**src/rtl/dma_desc_sequencer_pkg.sv**
```systemverilog
// Shared types and constants for the DMA descriptor sequencer.
//   MEM_ADDR_WIDTH / MEM_DATA_WIDTH : APB address / data widths
//   DMA_REG_*                       : DMA engine register map (byte addresses)
//   dma_desc_t                      : queued transfer descriptor {src, dst, size}
//   seq_state_t                     : sequencer FSM states
//   reg_addr / reg_data             : map of the write-list index to APB address / data
package dma_desc_sequencer_pkg;

  localparam int MEM_ADDR_WIDTH = 32;
  localparam int MEM_DATA_WIDTH = 32;

  localparam logic [MEM_ADDR_WIDTH-1:0] DMA_REG_SRC  = 'h00;
  localparam logic [MEM_ADDR_WIDTH-1:0] DMA_REG_DST  = 'h04;
  localparam logic [MEM_ADDR_WIDTH-1:0] DMA_REG_SIZE = 'h08;
  localparam logic [MEM_ADDR_WIDTH-1:0] DMA_REG_MODE = 'h0C;
  localparam logic [MEM_ADDR_WIDTH-1:0] DMA_REG_INT  = 'h10;

  typedef struct packed {
    logic [31:0] src;
    logic [31:0] dst;
    logic [31:0] size;
  } dma_desc_t;

  typedef enum logic [2:0] {
    ST_IDLE,
    ST_SETUP,
    ST_ACCESS,
    ST_WAIT_INTR,
    ST_CLR_SETUP,
    ST_CLR_ACCESS,
    ST_WAIT_LOW,
    ST_DONE
  } seq_state_t;

  function automatic logic [MEM_ADDR_WIDTH-1:0] reg_addr(input logic [1:0] idx);
    case (idx)
      2'd0:    reg_addr = DMA_REG_SRC;
      2'd1:    reg_addr = DMA_REG_DST;
      2'd2:    reg_addr = DMA_REG_SIZE;
      default: reg_addr = DMA_REG_MODE;
    endcase
  endfunction

  function automatic logic [MEM_DATA_WIDTH-1:0] reg_data(input logic [1:0] idx,
                                                         input dma_desc_t d);
    case (idx)
      2'd0:    reg_data = d.src;
      2'd1:    reg_data = d.dst;
      2'd2:    reg_data = d.size;
      default: reg_data = MEM_DATA_WIDTH'(1);
    endcase
  endfunction

endpackage

```
**src/rtl/dma_desc_sequencer_if.sv**
```systemverilog
// APB write channel plus DMA completion interrupt between the sequencer and the DMA engine.
//   master : sequencer side (drives PSEL/PENABLE/PWRITE/PADDR/PWDATA, receives PREADY/INTR)
//   slave  : DMA engine side
interface dma_desc_sequencer_if;
  import dma_desc_sequencer_pkg::*;

  logic                      PSEL;
  logic                      PENABLE;
  logic                      PWRITE;
  logic [MEM_ADDR_WIDTH-1:0] PADDR;
  logic [MEM_DATA_WIDTH-1:0] PWDATA;
  logic                      PREADY;
  logic                      INTR;

  modport master (output PSEL, PENABLE, PWRITE, PADDR, PWDATA, input PREADY, INTR);
  modport slave  (input PSEL, PENABLE, PWRITE, PADDR, PWDATA, output PREADY, INTR);

endinterface

```
**src/rtl/dma_desc_sequencer_fifo.sv**
```systemverilog
// Synchronous descriptor FIFO, DEPTH entries (power of two), async active-low reset.
//   clk, rst_n    : clock / reset
//   push, wdata   : write request and descriptor (ignored when full)
//   pop, rdata    : read request (ignored when empty); rdata shows the head entry
//   full, empty   : occupancy flags
module dma_desc_sequencer_fifo
  import dma_desc_sequencer_pkg::*;
#(
  parameter int unsigned DEPTH = 4
) (
  input  logic      clk,
  input  logic      rst_n,
  input  logic      push,
  input  dma_desc_t wdata,
  input  logic      pop,
  output dma_desc_t rdata,
  output logic      full,
  output logic      empty
);

  localparam int unsigned AW = $clog2(DEPTH);

  dma_desc_t       mem [DEPTH];
  logic [AW-1:0]   wptr;
  logic [AW-1:0]   rptr;
  logic [AW:0]     count;
  logic            do_push;
  logic            do_pop;

  assign full    = (count == (AW+1)'(DEPTH));
  assign empty   = (count == '0);
  assign do_push = push && !full;
  assign do_pop  = pop && !empty;
  assign rdata   = mem[rptr];

  always_ff @(posedge clk) begin
    if (do_push) mem[wptr] <= wdata;
  end

  always_ff @(posedge clk or negedge rst_n) begin
    if (!rst_n) begin
      wptr  <= '0;
      rptr  <= '0;
      count <= '0;
    end else begin
      if (do_push) wptr <= wptr + AW'(1);
      if (do_pop)  rptr <= rptr + AW'(1);
      case ({do_push, do_pop})
        2'b10:   count <= count + (AW+1)'(1);
        2'b01:   count <= count - (AW+1)'(1);
        default: count <= count;
      endcase
    end
  end

endmodule

```
**src/rtl/dma_desc_sequencer.sv**
```systemverilog
// Descriptor-driven APB master for the DMA engine. Queues {src,dst,size} descriptors,
// programs SRC/DST/SIZE/MODE, waits for INTR, clears it via INT, then starts the next job.
//   CLK, RSTN            : clock, async active-low reset
//   desc_valid/ready     : descriptor handshake; desc_src/dst/size descriptor payload
//   apb                  : APB write channel + INTR (master modport)
//   busy                 : job running or descriptors queued
//   job_done/job_err     : one-cycle completion pulse, err = timeout seen during the job
//   jobs_cnt             : completed jobs (wrapping)
module dma_desc_sequencer
  import dma_desc_sequencer_pkg::*;
#(
  parameter int unsigned DESC_DEPTH     = 4,
  parameter int unsigned TIMEOUT_CYCLES = 4096
) (
  input  logic                  CLK,
  input  logic                  RSTN,
  input  logic                  desc_valid,
  output logic                  desc_ready,
  input  logic [31:0]           desc_src,
  input  logic [31:0]           desc_dst,
  input  logic [31:0]           desc_size,
  dma_desc_sequencer_if.master  apb,
  output logic                  busy,
  output logic                  job_done,
  output logic                  job_err,
  output logic [15:0]           jobs_cnt
);

  localparam int unsigned TW = $clog2(TIMEOUT_CYCLES + 1);

  seq_state_t  state, state_nxt;
  dma_desc_t   cur;
  dma_desc_t   head;
  logic [1:0]  reg_idx;
  logic [TW-1:0] tcnt;
  logic        timeout;
  logic        err;
  logic        ready_en;
  logic        fifo_full, fifo_empty;
  logic        push, pop;
  logic        psel, penable;
  logic [MEM_ADDR_WIDTH-1:0] paddr;
  logic [MEM_DATA_WIDTH-1:0] pwdata;

  assign desc_ready = ready_en && !fifo_full;
  assign push       = desc_valid && desc_ready;
  assign pop        = (state == ST_IDLE) && !fifo_empty;
  assign timeout    = (tcnt == TW'(TIMEOUT_CYCLES));

  dma_desc_sequencer_fifo #(.DEPTH(DESC_DEPTH)) u_fifo (
    .clk   (CLK),
    .rst_n (RSTN),
    .push  (push),
    .wdata ('{src: desc_src, dst: desc_dst, size: desc_size}),
    .pop   (pop),
    .rdata (head),
    .full  (fifo_full),
    .empty (fifo_empty)
  );

  always_ff @(posedge CLK or negedge RSTN) begin
    if (!RSTN) state <= ST_IDLE;
    else       state <= state_nxt;
  end

  always_comb begin
    state_nxt = state;
    case (state)
      ST_IDLE:       if (!fifo_empty) state_nxt = ST_SETUP;
      ST_SETUP:      state_nxt = ST_ACCESS;
      ST_ACCESS:     if (apb.PREADY) state_nxt = (reg_idx == 2'd3) ? ST_WAIT_INTR : ST_SETUP;
      ST_WAIT_INTR:  if (apb.INTR || timeout) state_nxt = ST_CLR_SETUP;
      ST_CLR_SETUP:  state_nxt = ST_CLR_ACCESS;
      ST_CLR_ACCESS: if (apb.PREADY) state_nxt = ST_WAIT_LOW;
      ST_WAIT_LOW:   if (!apb.INTR || timeout) state_nxt = ST_DONE;
      ST_DONE:       state_nxt = ST_IDLE;
      default:       state_nxt = ST_IDLE;
    endcase
  end

  // Bus outputs are decoded from state so an asynchronous reset clears them immediately;
  // address/data are zero whenever PSEL is low.
  always_comb begin
    psel    = 1'b0;
    penable = 1'b0;
    paddr   = '0;
    pwdata  = '0;
    case (state)
      ST_SETUP, ST_ACCESS: begin
        psel    = 1'b1;
        penable = (state == ST_ACCESS);
        paddr   = reg_addr(reg_idx);
        pwdata  = reg_data(reg_idx, cur);
      end
      ST_CLR_SETUP, ST_CLR_ACCESS: begin
        psel    = 1'b1;
        penable = (state == ST_CLR_ACCESS);
        paddr   = DMA_REG_INT;
        pwdata  = MEM_DATA_WIDTH'(1);
      end
      default: ;
    endcase
  end

  assign apb.PSEL    = psel;
  assign apb.PENABLE = penable;
  assign apb.PWRITE  = psel;
  assign apb.PADDR   = paddr;
  assign apb.PWDATA  = pwdata;

  assign job_done = (state == ST_DONE);
  assign job_err  = (state == ST_DONE) && err;
  assign busy     = (state != ST_IDLE) || !fifo_empty;

  always_ff @(posedge CLK or negedge RSTN) begin
    if (!RSTN) begin
      cur      <= '0;
      reg_idx  <= '0;
      tcnt     <= '0;
      err      <= 1'b0;
      jobs_cnt <= '0;
      ready_en <= 1'b0;
    end else begin
      ready_en <= 1'b1;
      if (pop) begin
        cur     <= head;
        reg_idx <= '0;
      end
      if (state == ST_ACCESS && apb.PREADY && reg_idx != 2'd3) reg_idx <= reg_idx + 2'd1;
      // Counter only runs in the two wait states and is cleared everywhere else,
      // so it is zero on entry to either wait state.
      if (state == ST_WAIT_INTR || state == ST_WAIT_LOW) begin
        if (!timeout) tcnt <= tcnt + TW'(1);
      end else begin
        tcnt <= '0;
      end
      if ((state == ST_WAIT_INTR && !apb.INTR && timeout) ||
          (state == ST_WAIT_LOW  &&  apb.INTR && timeout))
        err <= 1'b1;
      else if (state == ST_DONE)
        err <= 1'b0;
      if (state == ST_DONE) jobs_cnt <= jobs_cnt + 16'd1;
    end
  end

endmodule
```
**src/flat_wrapper.sv**
```systemverilog
// flat-port wrapper written by rule: the top's interface ports become plain ports
module dma_desc_sequencer_flat import dma_desc_sequencer_pkg::*;
#(
  parameter int unsigned DESC_DEPTH     = 4,
  parameter int unsigned TIMEOUT_CYCLES = 4096
)
  (CLK, RSTN, desc_valid, desc_ready, desc_src, desc_dst, desc_size, busy, job_done, job_err, jobs_cnt, apb_PSEL, apb_PENABLE, apb_PWRITE, apb_PADDR, apb_PWDATA, apb_PREADY, apb_INTR);
  dma_desc_sequencer_if apb_i ();
  input  logic CLK;
  input  logic RSTN;
  input  logic desc_valid;
  output logic desc_ready;
  input  logic [31:0] desc_src;
  input  logic [31:0] desc_dst;
  input  logic [31:0] desc_size;
  output logic busy;
  output logic job_done;
  output logic job_err;
  output logic [15:0] jobs_cnt;
  output wire logic [$bits(apb_i.PSEL)-1:0] apb_PSEL;
  output wire logic [$bits(apb_i.PENABLE)-1:0] apb_PENABLE;
  output wire logic [$bits(apb_i.PWRITE)-1:0] apb_PWRITE;
  output wire logic [$bits(apb_i.PADDR)-1:0] apb_PADDR;
  output wire logic [$bits(apb_i.PWDATA)-1:0] apb_PWDATA;
  input wire logic [$bits(apb_i.PREADY)-1:0] apb_PREADY;
  input wire logic [$bits(apb_i.INTR)-1:0] apb_INTR;
  assign apb_PSEL = apb_i.PSEL;
  assign apb_PENABLE = apb_i.PENABLE;
  assign apb_PWRITE = apb_i.PWRITE;
  assign apb_PADDR = apb_i.PADDR;
  assign apb_PWDATA = apb_i.PWDATA;
  assign apb_i.PREADY = apb_PREADY;
  assign apb_i.INTR = apb_INTR;
  dma_desc_sequencer #(.DESC_DEPTH(DESC_DEPTH), .TIMEOUT_CYCLES(TIMEOUT_CYCLES)) u_core (.CLK(CLK), .RSTN(RSTN), .desc_valid(desc_valid), .desc_ready(desc_ready), .desc_src(desc_src), .desc_dst(desc_dst), .desc_size(desc_size), .apb(apb_i), .busy(busy), .job_done(job_done), .job_err(job_err), .jobs_cnt(jobs_cnt));
endmodule
```
**config.mk**
```make
export PLATFORM = sky130hd
export DESIGN_NAME = dma_desc_sequencer_flat
export DESIGN_NICKNAME = d
export VERILOG_FILES = /design/src/rtl/dma_desc_sequencer_pkg.sv /design/src/rtl/dma_desc_sequencer_if.sv /design/src/rtl/dma_desc_sequencer_fifo.sv /design/src/rtl/dma_desc_sequencer.sv /design/src/flat_wrapper.sv
export SDC_FILE = /design/constraint.sdc
export NUM_CORES = 1
export LEC_CHECK = 0
export BUFFER_PORTS_ARGS = -buffer_cell sky130_fd_sc_hd__buf_2
export CAP_MARGIN = 20
export CORE_ASPECT_RATIO = 0.75
export CORE_MARGIN = 3
export CORE_UTILIZATION = 50
export CTS_CLUSTER_DIAMETER = 200
export DETAILED_ROUTE_END_ITERATION = 6
export GPL_TIMING_DRIVEN = 0
export PLACE_DENSITY = 0.69
export RECOVER_POWER = 50
export SLEW_MARGIN = 5
export SYNTH_ARGS = -nofsm -noshare
export SYNTH_HDL_FRONTEND = slang
export SYNTH_SLANG_ARGS = --single-unit
```
**constraint.sdc**
```tcl
create_clock -name CLK -period 10.8 [get_ports CLK]
set_input_delay 1.08 -clock CLK [delete_from_list [all_inputs] [get_ports CLK]]
set_output_delay 1.08 -clock CLK [all_outputs]
set_load 0.03 [all_outputs]
```
Word level (Yosys, flattened, before mapping) --
Memories as Yosys holds them, arrays and structs flattened. A register that Yosys moved wholly into a read port is not among the register bits. Cells that the tools add are included.
Word-level totals: register bits after elaboration 43, bits in latches 0, memory bits (writable) 384, memory bits (read-only) 0, input bits 101, word-level logic and storage cells 92, memories kept 1
Cells by class: $add $sub $neg 7, $mul 0, divide/modulo/power cells 0, magnitude comparators 0, equal/unequal tests 21, shift operators 0, multiplexer cells 22, bitwise gates (word level) 0, reductions and logical operators 32
Memory list:
- u_core.u_fifo.mem | depth 4, width 96, read ports 1, clocked after memory_dff 1, wr ports 1, RTL line dma_desc_sequencer_fifo.sv:23 | dma_desc_t mem [DEPTH];
Operator list (number):
- 32-bit one-hot mux with 2 select lines | 2
- 32-bit one-hot mux with 3 select lines | 1
- 13-bit 2-to-1 mux | 2
- 3-bit one-hot mux with 8 select lines | 1
- 16-bit by 1-bit adder with 16-bit output, second input constant | 1
- 3-bit == test, second input constant | 5
- 3-bit 2-to-1 mux | 5
- 13-bit by 1-bit adder with 13-bit output, second input constant | 1
- 13-bit == test, second input constant | 1
- 1-bit logical AND | 12
- 4-bit one-hot mux with 3 select lines | 1
- 2-bit != test, second input constant | 5
- 2-bit by 1-bit adder with 2-bit output, second input constant | 3
- 2-bit == test, second input constant | 3
- 3-bit by 2-bit == test with 1-bit output, second input constant | 2
- 3-bit logical NOT | 2
- 2-bit 2-to-1 mux | 3
- 3-bit one-hot mux with 2 select lines | 1
- 2-bit nonzero test | 3
- 1-bit logical OR | 5
- 1-bit 2-to-1 mux | 5
- 5-bit AND reduction | 1
- 2-bit by 1-bit == test with 1-bit output, second input constant | 2
- 1-bit logical NOT | 4
- other kinds (9) | 11

Logic depth before layout (Yosys ltp) --
depth after elaboration 7, gate-level depth with buffers 10, gate-level depth less buffers 9

Hierarchy --
A second synthesis with hierarchy kept.
Unflattened totals: cells, all modules 1047, area total of the unflattened synthesis 20429.6 um^2
Modules (own cells, without submodules):
- dma_desc_sequencer_fifo | instances 1, cells each 540, area an instance 14251.2 um^2, sequential area each 11706.2 um^2
- dma_desc_sequencer | instances 1, cells each 507, area an instance 6178.4 um^2, sequential area each 3303.2 um^2

Worst setup path after synthesis --
No wires, ideal clock.
path type register to register, from reg u_core.u_fifo.count[0], to mem u_core.u_fifo.mem[0][0] in the netlist's numbering (enable), setup time 0.466 ns, arrival 3.777 ns, data required time 10.334 ns, path slack 6.557 ns, cell stages (with the launch flop) 4, buffers on the path 0, clock period less this slack 4.243 ns, cells stage by stage dfrtp_1 > nor2_1 > a21boi_0 > and3_1
Between the ends: word-level cells in the longest chain between the ends 7
RTL lines:
- start: declaration | RTL line dma_desc_sequencer_fifo.sv:26 | logic [AW:0] count;
- start signal: assignment | RTL line dma_desc_sequencer_fifo.sv:49 | 2'b10: count <= count + (AW+1)'(1);
- start signal: assignment | RTL line dma_desc_sequencer_fifo.sv:50 | 2'b01: count <= count - (AW+1)'(1);
- start signal: assignment | RTL line dma_desc_sequencer_fifo.sv:51 | default: count <= count;
- 3-bit == test | RTL line dma_desc_sequencer_fifo.sv:30 | assign full = (count == (AW+1)'(DEPTH));
- 1-bit logical NOT | RTL line dma_desc_sequencer.sv:45 | assign desc_ready = ready_en && !fifo_full;
- 1-bit logical AND | RTL line dma_desc_sequencer.sv:45
- named net desc_ready | RTL line flat_wrapper.sv:12 | output logic desc_ready;
- 1-bit logical AND | RTL line dma_desc_sequencer.sv:46 | assign push = desc_valid && desc_ready;
- 1-bit logical AND | RTL line dma_desc_sequencer_fifo.sv:32 | assign do_push = push && !full;
- 1-bit 2-to-1 mux | RTL line dma_desc_sequencer_fifo.sv:37 | if (do_push) mem[wptr] <= wdata;
- 1-bit 2-to-1 mux (not written as such) | RTL line dma_desc_sequencer_fifo.sv:37
- end: declaration | RTL line dma_desc_sequencer_fifo.sv:23
The timed path passes the listed nets, and every way through them passes these cells.

==> qor.json <==
{
  "ws_path_type": {"value": "input port to asynchronous set/reset pin"},
  "antenna_violations_before_repair": {"value": 8},
  "placement.setup.worst_slack": {"value": 7.46, "unit": "ns"},
  "crit_path_start_kind": {"value": "input port"},
  "finalClockSkew": {"value": 0.0326, "unit": "ns"},
  "synth_cells": {"value": 1237},
  "die-area": {"value": 43500, "unit": "µm²"},
  "firstDrtPassIters": {"value": 5},
  "timing.critical_path.cells": {"value": "clkbuf_1"},
  "hold_viol_final": {"value": 0},
  "post_synthesis_async_set_or_reset_flop_share": {"value": 26.6, "unit": "%"},
  "root_buffer": {"value": "clkbuf_16"},
  "timing.critical_path.slowest_stage_cell": {"value": "clkbuf_1"},
  "mappedNetlistArea": {"value": 20500, "unit": "µm²"},
  "cpPeakStageDelay": {"value": 2.57, "unit": "ns"},
  "grt_util_met2": {"value": 33.0, "unit": "%"},
  "core-area": {"value": 40000, "unit": "µm²"},
  "ctsHoldBuffers": {"value": 0},
  "cellLeakagePower": {"value": 8.98, "unit": "nW"},
  "insertion_delay": {"value": 0.57, "unit": "ns"},
  "grt_pass1_wl": {"value": 68300, "unit": "µm"},
  "synth.yosys.seq_area_share": {"value": 73.2, "unit": "%"},
  "failed_checks": {"value": "max-capacitance violations, max-slew violations"},
  "fmax_achieved": {"value": 0.255, "unit": "GHz"},
  "rsz0062_at_grt": {"value": "no"},
  "synth_top_flop_cell": {"value": "edfxtp_1"},
  "yosys_warnings": {"value": 0},
  "path_clk_slew": {"value": 0.06, "unit": "ns"},
  "cts.htree.levels": {"value": 2},
  "cts-root-to-sink-buffers": {"value": 3},
  "synth_enable_flop_cells": {"value": 384},
  "ys_ff_latch": {"value": 523},
  "pwr_cell_area": {"value": 269, "unit": "nW/µm²"},
  "cts_post_setup_buffers_inserted": {"value": 0},
  "number_of_port_buffers": {"value": 158},
  "grt-ovfl-total": {"value": 0},
  "nNetsFinal": {"value": 1593},
  "layout.core_utilization": {"value": 59.0, "unit": "%"},
  "top_level_ports": {"value": 188},
  "post_drt_via_cell_ratio": {"value": 5.55},
  "multiInputGateArea": {"value": 4970, "unit": "µm²"},
  "placementRows": {"value": 63},
  "remaining_routing_drc_violations": {"value": 0},
  "layout.filler_cells": {"value": 3072},
  "numCtsBuffers": {"value": 48},
  "clock-sinks": {"value": 523},
  "worstPathBufferInverterCount": {"value": 1},
  "finalSetupViolCount": {"value": 0},
  "final_cell_mix": {"value": "edfxtp_1 (384), nand2_1 (302), dfrtp_1 (139)"},
  "groute.layer.met3.usage": {"value": 4.33, "unit": "%"},
  "slew_violations": {"value": 65},
  "grt_start_max_net_pins": {"value": 76},
  "tritoncts": {"value": "yes"},
  "first_global_vias": {"value": 11500},
  "max_cap_violations": {"value": 1},
  "period_share": {"value": 36.2, "unit": "%"},
  "critical_path_arrival": {"value": 3.73, "unit": "ns"},
  "endpoint_kind": {"value": "asynchronous set/reset pin"},
  "synthToLayoutAreaGrowth": {"value": 15.0, "unit": "%"},
  "totalWireLength": {"value": 44900, "unit": "µm"},
  "detailedRoute.firstIterationViolations": {"value": 1107},
  "drt.antenna.violating_nets": {"value": 0},
  "post_synth_num_cell_types": {"value": 51},
  "crit_required": {"value": 10.62, "unit": "ns"},
  "run_status": {"value": "finished with violations"},
  "routedWlPerCell": {"value": 22.0, "unit": "µm"},
  "drive_above_1_share": {"value": 20.4, "unit": "%"},
  "postCtsResizedCells": {"value": 0},
  "chipHeight": {"value": 181, "unit": "µm"},
  "clock_period_minus_worst_slack": {"value": 3.91, "unit": "ns"},
  "finalSetupTns": {"value": 0, "unit": "ns"},
  "start_util": {"value": 51.3, "unit": "%"},
  "worst_ir_drop_on_vdd": {"value": 145, "unit": "µV"},
  "timing.max_slew.rel_slack": {"value": -148, "unit": "%"},
  "critical_path.top_delay_family": {"value": "buffers and inverters"},
  "layout.area.seq": {"value": 15000, "unit": "µm²"},
  "timing.critical_path.fanout_max": {"value": 65},
  "die-width": {"value": 240, "unit": "µm"},
  "gr-usage-met1": {"value": 30.1, "unit": "%"},
  "worst_pin_slew": {"value": 3.73, "unit": "ns"},
  "mostFrequentLayoutCell": {"value": "edfxtp_1"},
  "half_perimeter_wire_length_after_placement": {"value": 29200, "unit": "µm"},
  "holdCritPathClass": {"value": "flip-flop to flip-flop"},
  "globalRouteTotalUtil": {"value": 20.9, "unit": "%"},
  "syn_avg_cell_area": {"value": 16.6, "unit": "µm²"},
  "globalplace.congestion": {"value": 0.805},
  "post-route-worst-setup-slack": {"value": 6.89, "unit": "ns"},
  "num_vias": {"value": 11300},
  "gr-max-usage-layer": {"value": "met2"}
}
-- sequential cells by signal, summed over array words and instances (netlist names) --
signal               cells
u_core.u_fifo.wptr       2
u_core.tcnt             13
u_core.u_fifo.count      3
u_core.err               1
u_core.jobs_cnt         16
u_core.reg_idx           2
u_core.u_fifo.mem      384
u_core.state             3
u_core.cur              96
u_core.u_fifo.rptr       2
u_core.ready_en          1
-- Yosys cell counts (2+ instances only) --
library cell    n  share of area [%]
edfxtp_1      384                 56
nand2_1       301                5.5
dfrtp_1       139                 17
mux4_2         96                 11
nor2_1         49               0.90
buf_4          38                1.4
a222oi_1       31                1.5
buf_2          26               0.63
clkbuf_1       24               0.44
xnor2_1        18               0.77
xor2_1         14               0.60
ha_1           13               0.79
nand3_1        12               0.29
and3_1          9               0.27
inv_1           9               0.16
nand4_1         9               0.27
nand2b_1        8               0.24
and4_1          4               0.17
o21ai_0         4              0.098
and2_1          3              0.092
buf_6           3               0.16
mux2_2          3               0.16
mux2i_1         3               0.15
o221ai_1        3               0.13
a21oi_1         2              0.049
buf_8           2               0.15
conb_1          2              0.037
inv_2           2              0.037
nor4b_1         2              0.085
o21a_1          2              0.073
or2_2           2              0.061
-- worst paths after layout --
| path | endpoint | from | cells after the start | slack (ns) |
|---|---|---|---|---|
| worst max-delay path | u_core.cur[70] | RSTN | 1 | 6.89 |
| min in group asynchronous | u_core.jobs_cnt[9] | RSTN | 1 | 1.79 |
| worst min-delay path | u_core.jobs_cnt[15] | u_core.jobs_cnt[15] | 1 | 0.46 |
| worst min register to register | u_core.jobs_cnt[15] | u_core.jobs_cnt[15] | 1 | 0.46 |
| max in group CLK | apb_PWDATA[12] | u_core.reg_idx[1] | 7 | 6.90 |
| worst max register to register | u_core.u_fifo.count[2] | u_core.u_fifo.count[0] | 9 | 7.95 |
-- power by group --
| group | leakage, nW | internal, mW | total (mW) | switching (mW) |
|---|---|---|---|---|
| clock network | 0.755 | 0.935 | 1.64 | 0.707 |
| logic | 2.97 | 0.757 | 1.98 | 1.23 |
| registers | 5.25 | 2.54 | 2.71 | 0.169 |
| total | 8.98 | 4.23 | 6.33 | 2.10 |
-- layout make-up --
| cell class | count | share of cell area [%] |
|---|---|---|
| multi-input cells | 638 | 21.1 |
| clock buffers | 65 | 5.63 |
| repair buffers | 163 | 3.42 |
| plain buffers | 93 | 2.37 |
| flip-flops and latches | 523 | 63.7 |
| diodes | 3 | 0.0318 |
| inverters | 11 | 0.175 |
| well taps | 520 | 2.76 |
| clock inverters | 24 | 0.839 |
-- cells by family after synthesis --
kind of cell	after synthesis	share of synthesized area (%)
other	2	0.0366
buffers and inverters	104	2.98
muxes	103	10.9
DFF	523	73.2
and+or+nand+nor	412	8.57
AOI/OAI and AO/OA	47	2.04
xor gates and xnor gates	32	1.37
adders and majority gates	14	0.891
-- metal layers --
layer	up-vias	wire length [µm]
met5	-	70
met4	10	898
met3	79	3020
met2	354	21700
met1	5836	19200
li1	5053	-
-- metrics by stage --
stage | std cells | instance area [µm²] | hold WS (ns) | power [mW]
global placement | 1943 | 22000 | 0.457 | 4.72
detailed placement | 1948 | 22200 | 0.462 | 4.75
global route | 2040 | 23600 | 0.499 | 6.66
finish | 2040 | 23600 | 0.462 | 6.33
CTS | 2037 | 23700 | 0.471 | 6.41
floorplan | 1265 | 20600 | 0.442 | 4.11
(Power assumes the default switching activity.)
